<file path="src/rtl/dla_cfg_regfile_if.sv">
// Host register bus between the config initiator and the DLA register file.
// Latency: reads return one cycle after the strobe; writes take effect at the strobe edge.
// Backpressure: none; one write and one read may be issued every cycle.
interface dla_cfg_regfile_if #(
    parameter int DATA_W = 32,
    parameter int ADDR_W = 32
);
    logic [ADDR_W-1:0] reg_addr_wr;
    logic [DATA_W-1:0] reg_data_wr;
    logic              reg_en_wr;
    logic [ADDR_W-1:0] reg_addr_rd;
    logic              reg_en_rd;
    logic [DATA_W-1:0] reg_data_rd;
    logic              reg_rd_valid;

    modport master (
        output reg_addr_wr, reg_data_wr, reg_en_wr, reg_addr_rd, reg_en_rd,
        input  reg_data_rd, reg_rd_valid
    );

    modport slave (
        input  reg_addr_wr, reg_data_wr, reg_en_wr, reg_addr_rd, reg_en_rd,
        output reg_data_rd, reg_rd_valid
    );
endinterface

</file>
<file path="src/rtl/dla_cfg_regfile.sv">
// DLA layer configuration register file: host decode, cfg outputs, sheet-gen start/busy/finish tracking.
// Latency: cfg outputs update the cycle after a write; read data/valid one cycle after reg_en_rd.
// Backpressure: none; illegal or rejected accesses are dropped and counted in a saturating err_cnt.
module dla_cfg_regfile #(
    parameter int DATA_W = 32,
    parameter int ADDR_W = 32,
    parameter int ERR_W  = 8
) (
    input  logic                clock,
    input  logic                rst_n,
    dla_cfg_regfile_if.slave    bus,
    input  logic                sheet_gen_done,
    output logic                sheet_gen_start,
    output logic                cfg_busy,
    output logic [7:0]          cfg_kernel_size,
    output logic [7:0]          cfg_stride,
    output logic [7:0]          cfg_pad_size,
    output logic [7:0]          cfg_pool_size,
    output logic [15:0]         cfg_ifmap_length,
    output logic [31:0]         cfg_ifmap_size,
    output logic [31:0]         cfg_ofmap_size,
    output logic [63:0]         cfg_tile_length,
    output logic [63:0]         cfg_tile_height,
    output logic [31:0]         cfg_tile_number
);

    localparam int NCFG = 26;
    localparam logic [ADDR_W-1:0] A_INIT   = ADDR_W'(32'h1b);
    localparam logic [ADDR_W-1:0] A_START  = ADDR_W'(32'h1c);
    localparam logic [ADDR_W-1:0] A_FINISH = ADDR_W'(32'h1d);
    localparam logic [ADDR_W-1:0] A_STATUS = ADDR_W'(32'h1e);
    localparam logic [ERR_W+1:0]  ERR_MAX  = {2'b00, {ERR_W{1'b1}}};

    logic [DATA_W-1:0] cfg_q [1:NCFG];
    logic              init_q, init_d;
    logic              start_q, start_d;
    logic              busy_q, busy_d;
    logic              finish_q, finish_d;
    logic              pulse_q, pulse_d;
    logic [ERR_W-1:0]  err_q, err_d;
    logic [DATA_W-1:0] rd_data_q, rd_data_d;
    logic              rd_vld_q, rd_vld_d;

    logic              wr_is_cfg, wr_cfg_ok, wr_cfg_err;
    logic              wr_init, init_set, init_err;
    logic              wr_start, start_rise, start_ok, start_err;
    logic              wr_bad, done_ok, done_err, rd_err;
    logic              rd_hit;
    logic [DATA_W-1:0] rd_mux;
    logic [ERR_W+1:0]  err_sum;

    // Write/done decode; every decision uses pre-edge state so simultaneous events stay independent.
    always_comb begin
        wr_is_cfg  = bus.reg_en_wr && (bus.reg_addr_wr >= ADDR_W'(1)) && (bus.reg_addr_wr <= ADDR_W'(NCFG));
        // While REG_INIT holds the block, config writes vanish without counting as errors.
        wr_cfg_ok  = wr_is_cfg && !init_q && !busy_q;
        wr_cfg_err = wr_is_cfg && !init_q && busy_q;
        wr_init    = bus.reg_en_wr && (bus.reg_addr_wr == A_INIT);
        init_set   = wr_init && bus.reg_data_wr[0] && !busy_q;
        init_err   = wr_init && bus.reg_data_wr[0] && busy_q;
        wr_start   = bus.reg_en_wr && (bus.reg_addr_wr == A_START);
        start_rise = wr_start && bus.reg_data_wr[0] && !start_q;
        start_ok   = start_rise && !busy_q && !init_q;
        start_err  = start_rise && (busy_q || init_q);
        wr_bad     = bus.reg_en_wr && !wr_is_cfg && !wr_init && !wr_start;
        done_ok    = sheet_gen_done && busy_q;
        done_err   = sheet_gen_done && !busy_q;
    end

    // Read mux over config storage and the control/status words.
    always_comb begin
        rd_mux = '0;
        rd_hit = 1'b0;
        for (int i = 1; i <= NCFG; i++) begin
            if (bus.reg_addr_rd == ADDR_W'(i)) begin
                rd_mux = cfg_q[i];
                rd_hit = 1'b1;
            end
        end
        if (bus.reg_addr_rd == A_INIT) begin
            rd_mux = {{(DATA_W-1){1'b0}}, init_q};
            rd_hit = 1'b1;
        end
        if (bus.reg_addr_rd == A_START) begin
            rd_mux = {{(DATA_W-1){1'b0}}, start_q};
            rd_hit = 1'b1;
        end
        if (bus.reg_addr_rd == A_FINISH) begin
            rd_mux = {{(DATA_W-1){1'b0}}, finish_q};
            rd_hit = 1'b1;
        end
        if (bus.reg_addr_rd == A_STATUS) begin
            rd_mux = {{(DATA_W-16-ERR_W){1'b0}}, err_q, 6'b0, finish_q, busy_q};
            rd_hit = 1'b1;
        end
        rd_err = bus.reg_en_rd && !rd_hit;
    end

    // Next-state for control bits, error counter and read port.
    always_comb begin
        init_d = init_q;
        if (wr_init && !init_err) init_d = bus.reg_data_wr[0];

        // The stored start bit follows the host even when the start itself is rejected.
        start_d = wr_start ? bus.reg_data_wr[0] : start_q;

        busy_d = busy_q;
        if (start_ok)     busy_d = 1'b1;
        else if (done_ok) busy_d = 1'b0;

        finish_d = finish_q;
        if (start_ok || init_set) finish_d = 1'b0;
        else if (done_ok)         finish_d = 1'b1;

        pulse_d = start_ok;

        // At most one write error plus done and read errors can land in one cycle.
        err_sum = {2'b00, err_q}
                + (ERR_W+2)'(wr_cfg_err | init_err | start_err | wr_bad)
                + (ERR_W+2)'(done_err)
                + (ERR_W+2)'(rd_err);
        if (init_set)               err_d = '0;
        else if (err_sum > ERR_MAX) err_d = {ERR_W{1'b1}};
        else                        err_d = err_sum[ERR_W-1:0];

        rd_vld_d  = bus.reg_en_rd;
        rd_data_d = bus.reg_en_rd ? rd_mux : rd_data_q;
    end

    // Config storage: host writes when released and idle, bulk clear on accepted REG_INIT.
    always_ff @(posedge clock or negedge rst_n) begin
        if (!rst_n) begin
            for (int i = 1; i <= NCFG; i++) cfg_q[i] <= '0;
        end else begin
            for (int i = 1; i <= NCFG; i++) begin
                if (init_set)
                    cfg_q[i] <= '0;
                else if (wr_cfg_ok && (bus.reg_addr_wr == ADDR_W'(i)))
                    cfg_q[i] <= bus.reg_data_wr;
            end
        end
    end

    // Control/status state and the registered read port.
    always_ff @(posedge clock or negedge rst_n) begin
        if (!rst_n) begin
            init_q    <= 1'b0;
            start_q   <= 1'b0;
            busy_q    <= 1'b0;
            finish_q  <= 1'b0;
            pulse_q   <= 1'b0;
            err_q     <= '0;
            rd_data_q <= '0;
            rd_vld_q  <= 1'b0;
        end else begin
            init_q    <= init_d;
            start_q   <= start_d;
            busy_q    <= busy_d;
            finish_q  <= finish_d;
            pulse_q   <= pulse_d;
            err_q     <= err_d;
            rd_data_q <= rd_data_d;
            rd_vld_q  <= rd_vld_d;
        end
    end

    assign bus.reg_data_rd  = rd_data_q;
    assign bus.reg_rd_valid = rd_vld_q;
    assign sheet_gen_start  = pulse_q;
    assign cfg_busy         = busy_q;

    assign cfg_kernel_size  = cfg_q[1][7:0];
    assign cfg_stride       = cfg_q[2][7:0];
    assign cfg_pad_size     = cfg_q[3][7:0];
    assign cfg_pool_size    = cfg_q[4][7:0];
    assign cfg_ifmap_length = cfg_q[7][15:0];
    assign cfg_ifmap_size   = cfg_q[8][31:0];
    assign cfg_ofmap_size   = cfg_q[9][31:0];
    assign cfg_tile_length  = {cfg_q[18][15:0], cfg_q[17][15:0], cfg_q[16][15:0], cfg_q[15][15:0]};
    assign cfg_tile_height  = {cfg_q[22][15:0], cfg_q[21][15:0], cfg_q[20][15:0], cfg_q[19][15:0]};
    assign cfg_tile_number  = {cfg_q[26][7:0], cfg_q[25][7:0], cfg_q[24][7:0], cfg_q[23][7:0]};

endmodule
</file>
<file path="src/flat_wrapper.sv">
// flat-port wrapper written by rule: the top's interface ports become plain ports
module dla_cfg_regfile_flat 
#(
    parameter int DATA_W = 32,
    parameter int ADDR_W = 32,
    parameter int ERR_W  = 8
)
  (clock, rst_n, sheet_gen_done, sheet_gen_start, cfg_busy, cfg_kernel_size, cfg_stride, cfg_pad_size, cfg_pool_size, cfg_ifmap_length, cfg_ifmap_size, cfg_ofmap_size, cfg_tile_length, cfg_tile_height, cfg_tile_number, bus_reg_addr_wr, bus_reg_data_wr, bus_reg_en_wr, bus_reg_addr_rd, bus_reg_en_rd, bus_reg_data_rd, bus_reg_rd_valid);
  dla_cfg_regfile_if #(.DATA_W(DATA_W), .ADDR_W(ADDR_W)) bus_i ();
  input  logic clock;
  input  logic rst_n;
  input  logic sheet_gen_done;
  output logic sheet_gen_start;
  output logic cfg_busy;
  output logic [7:0] cfg_kernel_size;
  output logic [7:0] cfg_stride;
  output logic [7:0] cfg_pad_size;
  output logic [7:0] cfg_pool_size;
  output logic [15:0] cfg_ifmap_length;
  output logic [31:0] cfg_ifmap_size;
  output logic [31:0] cfg_ofmap_size;
  output logic [63:0] cfg_tile_length;
  output logic [63:0] cfg_tile_height;
  output logic [31:0] cfg_tile_number;
  input wire logic [$bits(bus_i.reg_addr_wr)-1:0] bus_reg_addr_wr;
  input wire logic [$bits(bus_i.reg_data_wr)-1:0] bus_reg_data_wr;
  input wire logic [$bits(bus_i.reg_en_wr)-1:0] bus_reg_en_wr;
  input wire logic [$bits(bus_i.reg_addr_rd)-1:0] bus_reg_addr_rd;
  input wire logic [$bits(bus_i.reg_en_rd)-1:0] bus_reg_en_rd;
  output wire logic [$bits(bus_i.reg_data_rd)-1:0] bus_reg_data_rd;
  output wire logic [$bits(bus_i.reg_rd_valid)-1:0] bus_reg_rd_valid;
  assign bus_i.reg_addr_wr = bus_reg_addr_wr;
  assign bus_i.reg_data_wr = bus_reg_data_wr;
  assign bus_i.reg_en_wr = bus_reg_en_wr;
  assign bus_i.reg_addr_rd = bus_reg_addr_rd;
  assign bus_i.reg_en_rd = bus_reg_en_rd;
  assign bus_reg_data_rd = bus_i.reg_data_rd;
  assign bus_reg_rd_valid = bus_i.reg_rd_valid;
  dla_cfg_regfile #(.DATA_W(DATA_W), .ADDR_W(ADDR_W), .ERR_W(ERR_W)) u_core (.clock(clock), .rst_n(rst_n), .bus(bus_i), .sheet_gen_done(sheet_gen_done), .sheet_gen_start(sheet_gen_start), .cfg_busy(cfg_busy), .cfg_kernel_size(cfg_kernel_size), .cfg_stride(cfg_stride), .cfg_pad_size(cfg_pad_size), .cfg_pool_size(cfg_pool_size), .cfg_ifmap_length(cfg_ifmap_length), .cfg_ifmap_size(cfg_ifmap_size), .cfg_ofmap_size(cfg_ofmap_size), .cfg_tile_length(cfg_tile_length), .cfg_tile_height(cfg_tile_height), .cfg_tile_number(cfg_tile_number));
endmodule
</file>
<file path="config.mk">
export PLATFORM = sky130hd
export DESIGN_NAME = dla_cfg_regfile_flat
export DESIGN_NICKNAME = d
export VERILOG_FILES = /design/src/rtl/dla_cfg_regfile_if.sv /design/src/rtl/dla_cfg_regfile.sv /design/src/flat_wrapper.sv
export SDC_FILE = /design/constraint.sdc
export NUM_CORES = 2
export LEC_CHECK = 0
export BUFFER_PORTS_ARGS = -buffer_cell sky130_fd_sc_hd__clkbuf_2
export CAP_MARGIN = 10
export CORE_MARGIN = 2
export CORE_UTILIZATION = 54
export DETAILED_ROUTE_END_ITERATION = 10
export GPL_ROUTABILITY_DRIVEN = 0
export GPL_TIMING_DRIVEN = 1
export PLACE_DENSITY = 0.78
export REMOVE_ABC_BUFFERS = 1
export SYNTH_ARGS = -nofsm -noshare
export SYNTH_HDL_FRONTEND = slang
export SYNTH_SLANG_ARGS = --single-unit
</file>
<file path="constraint.sdc">
create_clock -name clock -period 3.13 [get_ports clock]
set_clock_uncertainty 0.05 [all_clocks]
set_input_delay 0.313 -clock clock [delete_from_list [all_inputs] [get_ports clock]]
set_output_delay 0.313 -clock clock [all_outputs]
set_load 0.01 [all_outputs]
</file>
**Yosys cells after proc, flatten, opt, wreduce, memory -nomap -nowiden**

Index checks and enable logic that the tools add are counted.

- Latch bits: 0
- Bits in writable memories: 0
- Output and inout port bits: 307
- Register bits: 878
- Memory bits (read-only): 0
- Memories kept: 0
- Logic and storage cells: 305
- Bits of input ports: 101

- Order comparisons: 3
- Divide/modulo/power cells: 0
- Reductions and logical operators: 86
- Equal/unequal tests: 58
- Bitwise logic cells: 3
- $add $sub $neg: 3
- Shifts and indexed selects: 0
- Multiply operators: 0
- Mux-type cells: 118

Operators with widths:

| kind | number |
|---|---|
| 32-bit two-way mux | 82 |
| 32-bit by 5-bit == test with 1-bit output, second input constant | 28 |
| 32-bit by 4-bit == test with 1-bit output, second input constant | 16 |
| 32-bit by 3-bit == test with 1-bit output, second input constant | 8 |
| 32-bit by 2-bit == test with 1-bit output, second input constant | 4 |
| 32-bit by 1-bit == test with 1-bit output, second input constant | 2 |
| 2-bit nonzero test | 28 |
| 1-bit logical AND | 48 |
| 1-bit two-way mux | 34 |
| 32-bit by 1-bit >= comparator with 1-bit output, second input constant | 1 |
| 32-bit by 5-bit <= comparator with 1-bit output, second input constant | 1 |
| 10-bit by 1-bit adder with 10-bit output | 2 |
| 10-bit by 1-bit OR with 10-bit output | 2 |
| 8-bit two-way mux | 2 |
| 8-bit by 10-bit adder with 10-bit output | 1 |
| 10-bit by 8-bit greater-than comparator with 1-bit output, second input constant | 1 |
| 1-bit zero test | 8 |
| 1-bit logical OR | 2 |
| 1-bit OR | 1 |

**Depth between registers and ports, before layout**

- Depth after elaboration: 37
- Depth in mapped cells: 19

**Least setup slack after synthesis**

No wires, ideal clock.

- Kind: input port to flip-flop
- From: in bus_reg_addr_rd[1]
- To: reg u_core.err_q[0]
- Slack: -1.039 ns
- Library setup time: 0.078 ns
- Path buffers: 6
- Cell stages on the path: 18
- Arrival: 4.041 ns
- Cells stage by stage: buf_2 > buf_1 > buf_2 > buf_1 > buf_1 > buf_1 > nor3_1 > a221o_1 > a21oi_1 > nand2_1 > fa_1 > inv_1 > ha_1 > inv_1 > fa_1 > nor2_1 > nand3_1 > a21oi_1

- Word-level cells in the longest chain between the ends: 37
- Elaborated cells between the ends (all ways): 66

Ends and longest elaborated chain:

| what | RTL line | RTL |
|---|---|---|
| start, declared | flat_wrapper.sv:28 | `input wire logic [$bits(bus_i.reg_addr_rd)-1:0] bus_reg_addr_rd;` |
| 32-bit by 1-bit == test with 1-bit output | dla_cfg_regfile.sv:75 | `if (bus.reg_addr_rd == ADDR_W'(i)) begin` |
| 1-bit two-way mux (26 in series) | dla_cfg_regfile.sv:75 |  |
| 1-bit two-way mux | dla_cfg_regfile.sv:80 | `if (bus.reg_addr_rd == A_INIT) begin` |
| 1-bit two-way mux | dla_cfg_regfile.sv:84 | `if (bus.reg_addr_rd == A_START) begin` |
| 1-bit two-way mux | dla_cfg_regfile.sv:88 | `if (bus.reg_addr_rd == A_FINISH) begin` |
| 1-bit two-way mux * | dla_cfg_regfile.sv:92 | `if (bus.reg_addr_rd == A_STATUS) begin` |
| 1-bit zero test * | dla_cfg_regfile.sv:96 | `rd_err = bus.reg_en_rd && !rd_hit;` |
| 1-bit logical AND * | dla_cfg_regfile.sv:96 |  |
| 10-bit by 1-bit adder with 10-bit output * | dla_cfg_regfile.sv:121 | `+ (ERR_W+2)'(rd_err);` |
| 10-bit by 8-bit greater-than comparator with 1-bit output | dla_cfg_regfile.sv:123 | `else if (err_sum > ERR_MAX) err_d = {ERR_W{1'b1}};` |
| 8-bit two-way mux * | dla_cfg_regfile.sv:123 |  |
| 8-bit two-way mux * | dla_cfg_regfile.sv:122 | `if (init_set) err_d = '0;` |
| via u_core.err_d[0] | dla_cfg_regfile.sv:40 | `logic [ERR_W-1:0] err_q, err_d;` |
| end signal, assigned | dla_cfg_regfile.sv:161 | `err_q <= err_d;` |
| end, declared | dla_cfg_regfile.sv:40 |  |

Mark *: on every way through the listed nets, which the timed path passes. The rest lies on a longest branch.
A chain may end at the register's enable or synchronous reset.

**Worst setup path in the final report**

- From: in bus_reg_addr_wr[9]
- To: reg u_core.err_q[5]

- Word-level cells in the longest chain between the ends: 14
- Elaborated cells between the ends (all ways): 31

Ends and longest elaborated chain:

| what | RTL line | RTL |
|---|---|---|
| start, declared | flat_wrapper.sv:25 | `input wire logic [$bits(bus_i.reg_addr_wr)-1:0] bus_reg_addr_wr;` |
| 32-bit by 1-bit >= comparator with 1-bit output | dla_cfg_regfile.sv:54 | `wr_is_cfg = bus.reg_en_wr && (bus.reg_addr_wr >= ADDR_W'(1)) && (bus.reg_addr_wr <= ADDR_W'(NCFG));` |
| 1-bit logical AND (2 in series) | dla_cfg_regfile.sv:54 |  |
| 1-bit logical AND / 1-bit zero test (equally long branches) | dla_cfg_regfile.sv:57, dla_cfg_regfile.sv:65 |  |
| 1-bit logical AND (on tied branches) | dla_cfg_regfile.sv:57, dla_cfg_regfile.sv:65 |  |
| 1-bit OR / 1-bit logical AND (equally long branches) | dla_cfg_regfile.sv:119, dla_cfg_regfile.sv:65 |  |
| 10-bit by 1-bit OR with 10-bit output / 1-bit logical AND (equally long branches) | dla_cfg_regfile.sv:119, dla_cfg_regfile.sv:65 |  |
| 10-bit by 1-bit OR with 10-bit output | dla_cfg_regfile.sv:119 | `+ (ERR_W+2)'(wr_cfg_err \| init_err \| start_err \| wr_bad)` |
| 8-bit by 10-bit adder with 10-bit output | dla_cfg_regfile.sv:119 |  |
| 10-bit by 1-bit adder with 10-bit output | dla_cfg_regfile.sv:120 | `+ (ERR_W+2)'(done_err)` |
| 10-bit by 1-bit adder with 10-bit output | dla_cfg_regfile.sv:121 |  |
| 10-bit by 8-bit greater-than comparator with 1-bit output | dla_cfg_regfile.sv:123 |  |
| 8-bit two-way mux | dla_cfg_regfile.sv:123 |  |
| 8-bit two-way mux * | dla_cfg_regfile.sv:122 |  |
| via u_core.err_d[5] | dla_cfg_regfile.sv:40 |  |

Marked as above.

==> results.yml <==
final_layout:
  nets: 5563
  area_growth_pct: 18.0
  drive_gt1_share_pct: 21.5
critical_path:
  crit_path_max_fanout: 4
  crit_type: "input port to register"
  critPathArrivalTime_ns: 3.74
  r2r_slack_ns: 0.22
  critPathLaunchType: "input port"
  required_ns: 3.65
  end_kind: "register"
placed_design:
  port-buffer-count: 407
  hpwl_um: 125000
  pre_cts_slack_ns: -0.977
timing:
  slew_headroom_pct: 31.5
  hold-worst-slack_ns: 0.124
  tns_ns: -0.574
  hold_violations: 0
  tightest_slew_ns: 1.03
  fin_crit_sh_pct: 103
  maxSlewViolCount: 0
  timing.final.ws_setup_ns: -0.0897
  grt_setup_unrepaired: "true"
  clock.fmax_mhz: 311
  fin_crit_ns: 3.22
  finalSetupViolCount: 8
logic_synthesis:
  synth_area_sq_um: 46200
  yosysMostFrequentCell: "nand2_1"
  yosys.area_share.adder_pct: 0.141
  yosysWarnings: 0
  synthCells: 5176
  yosys-top-cells-area: "dfrtp_1, mux2i_1, nand2_1"
  synth_top_cell_area_share_pct: 47.6
  synth_edf_count: 0
  synth_compound_area_share_pct: 16.3
  yosys_most_used_dff: "dfrtp_1"
  synth_mux_area_share_pct: 10.0
  synth_cell_types: 87
  ys_async_sr_fraction_pct: 100
  synthXorXnorAreaFrac_pct: 0.114
  synthSimpleGateAreaFrac_pct: 16.9
  synth_top_family_by_area: "simple AND/OR/NAND/NOR gates"
  synth.largest_area_cell: "dfrtp_1"
  seq_area_frac_synth_pct: 47.6
  ys_ff_latch: 878
  synth_common_cells: "nand2_1, dfrtp_1, nor2_1, a21oi_1, mux2i_1"
  syn-mean-instance-area_sq_um: 8.92
floorplanning:
  dieArea_sq_um: 87900
  io_pins: 408
  fp.dieW_um: 296
  rows: 107
  core_area_sq_um: 85000
  start_util_pct: 54.3
  die_h_um: 296
cts:
  clk_pin_slew_worst_paths_ns: 0.06
  cts_tree: "built"
  clk_path_buf_depth: 3
  htreeDepth: 3
  cts.sinks: 878
  clk_latency_ns: 0.69
  cts_buffers: 92
  cts_root_buffer: "clkbuf_16"
power:
  powerDensity_nw_per_um2: 452
  leakagePower_nw: 25.5
  pwr-share-seq_pct: 46.8
  switchingPower_w: 0.00608
  clkPwrFrac_pct: 46.9
  sw_frac_of_total_pct: 24.7
  p_comb_share_pct: 6.2
  power.internal_w: 0.0185
  vdd.ir_drop.worst_v: 0.000507
routing:
  drt_wl_total_um: 185000
  firstDrtPassIters: 8
  viasPerCell: 6.77
  vias: 45200
  drtAntennaViolNets: 0
  drc: 0
  drt_iter0_markers: 7898
  avgRoutedWirePerCell_um: 27.8
worst_hold_path:
  hp-class: "input port to async pin"
status:
  status: "finished with violations"
  violations: "setup timing"
global_routing:
  grtUsageTotal_pct: 41.4
  antenna_found_initial: 9
  grt-ovfl-total: 0
  grt_max_degree: 114
  grt_pass1_vias: 43500
  grt_pass1_wl_um: 273000
flow_run:
  max-cap-violations: 0
critical path, cell delays in order:
cell	delay, ns
buf_6	0.10
nor4_4	0.27
nand4_1	0.19
nor2_2	0.19
nand3_1	0.12
or3_1	0.39
buf_4	0.16
nor3_2	0.16
a221oi_2	0.09
buf_4	0.17
fa_1	0.49
inv_1	0.05
ha_2	0.17
buf_4	0.13
a21oi_2	0.20
nor3b_2	0.08
buf_4	0.15
xnor2_1	0.22
a21oi_2	0.09
power by group through the flow:
stage | logic, W | registers [W] | clock network, W
floorplan | 0.000401 | 0.0117 | 0
global placement | 0.00135 | 0.0117 | 0
detailed placement | 0.00138 | 0.0117 | 0
CTS | 0.00141 | 0.0115 | 0.0115
global route | 0.00160 | 0.0115 | 0.0120
finish | 0.00153 | 0.0115 | 0.0116
layout make-up:
type / instances / area [sq um]
diodes: 6 / 15.0
clock buffers: 133 / 2700
clock inverters: 31 / 440
fillers: 6463 / 30500
inverters: 24 / 90.1
multi-input cells: 3520 / 20500
flip-flops and latches: 878 / 22000
well taps: 1144 / 1430
repair buffers: 942 / 7330
per-layer routing:
layer | up-vias | track usage (%) | part of all wire (%)
met2 | 4199 | 58.7 | 42
met1 | 21600 | 52.8 | 35
li1 | 18300 | - | -
met4 | 6 | 29.6 | 8.5
met5 | - | 0 | 0.019
met3 | 1092 | 14.2 | 15
flip-flops by register name (all words and copies together) (netlist names), 8 cells and up:
signal,cells
u_core.cfg_q,560
u_core.cfg_tile_height,64
u_core.cfg_tile_length,64
u_core.bus.reg_data_rd,32
u_core.cfg_ifmap_size,32
u_core.cfg_ofmap_size,32
u_core.cfg_tile_number,32
u_core.cfg_ifmap_length,16
u_core.cfg_kernel_size,8
u_core.cfg_pad_size,8
u_core.cfg_pool_size,8
u_core.cfg_stride,8
u_core.err_q,8
through the flow:
stage | cell area, sq um | cells | util, % | total power, W
floorplan | 42100 | 4422 | - | 0.0121
global placement | 51100 | 6505 | 60.1 | 0.0131
detailed placement | 51100 | 6505 | 60.1 | 0.0131
CTS | 54300 | 6671 | 63.9 | 0.0244
global route | 54500 | 6675 | 64.1 | 0.0251
finish | 54500 | 6678 | 64.1 | 0.0246
final timing paths:
check	depth (start not counted)	startpoint	endpoint
max in group asynchronous	3	rst_n	u_core.cfg_q[513]$_DFFE_PN0P_
worst max register to register	11	u_core.cfg_busy$_DFFE_PN0P_	u_core.err_q[3]$_DFF_PN0_
min in group clock	5	bus_reg_addr_wr[4]	u_core.start_q$_DFFE_PN0P_
worst max-delay path	19	bus_reg_addr_wr[9]	u_core.err_q[5]$_DFF_PN0_
worst min register to register	2	u_core.cfg_q[340]$_DFFE_PN0P_	u_core.cfg_q[340]$_DFFE_PN0P_
worst min-delay path	2	rst_n	u_core.bus.reg_rd_valid$_DFF_PN0_
placed cells by master, fill, tap and decap left out, types with 14 or more instances in the layout:
master     netlist  layout
nand2_1        932     932
dfrtp_1        878     878
nor2_1         594     578
a21oi_1        560     558
mux2i_1        454     454
buf_4          277     434
clkbuf_2         0     401
o21ai_0        136     135
o22ai_1        112     111
buf_12           0      98
clkbuf_16        0      92
a221oi_1        83      82
nand3_1         63      62
o221ai_1        51      50
nor3_1          51      38
nor2b_1         32      31
nor4_1          40      30
a22oi_1         29      29
a221o_1         26      26
clkbuf_8         0      24
inv_1           22      21
o211ai_1        21      21
nand4_1         19      19
a211oi_1        21      19
and3_1          18      18
a2bb2oi_1       17      17
clkbuf_1       333      17
nand2b_1        16      16
a31oi_1         16      16
nor3_2           2      14
kinds of logic (layout without fill, tap and decap cells):
logic type / Yosys count / after routing
other: 0 / 6
xor gates and xnor gates: 6 / 6
adders and majority gates: 4 / 4
buffers and inverters: 778 / 1130
AOI/OAI and AO/OA: 1201 / 1201
and+or+nand+nor: 1849 / 1849
DFF: 878 / 878
muxes: 460 / 460
repair_timing:
item	in CTS	in global routing
cloned	0	0
pin swaps	7	8
hold buffers	2	0
setup endpoints to repair	9	21
setup buffers	0	1
endpoints found under the hold margin	95	0
gates resized for setup	12	39
(Power assumes the default switching activity.)
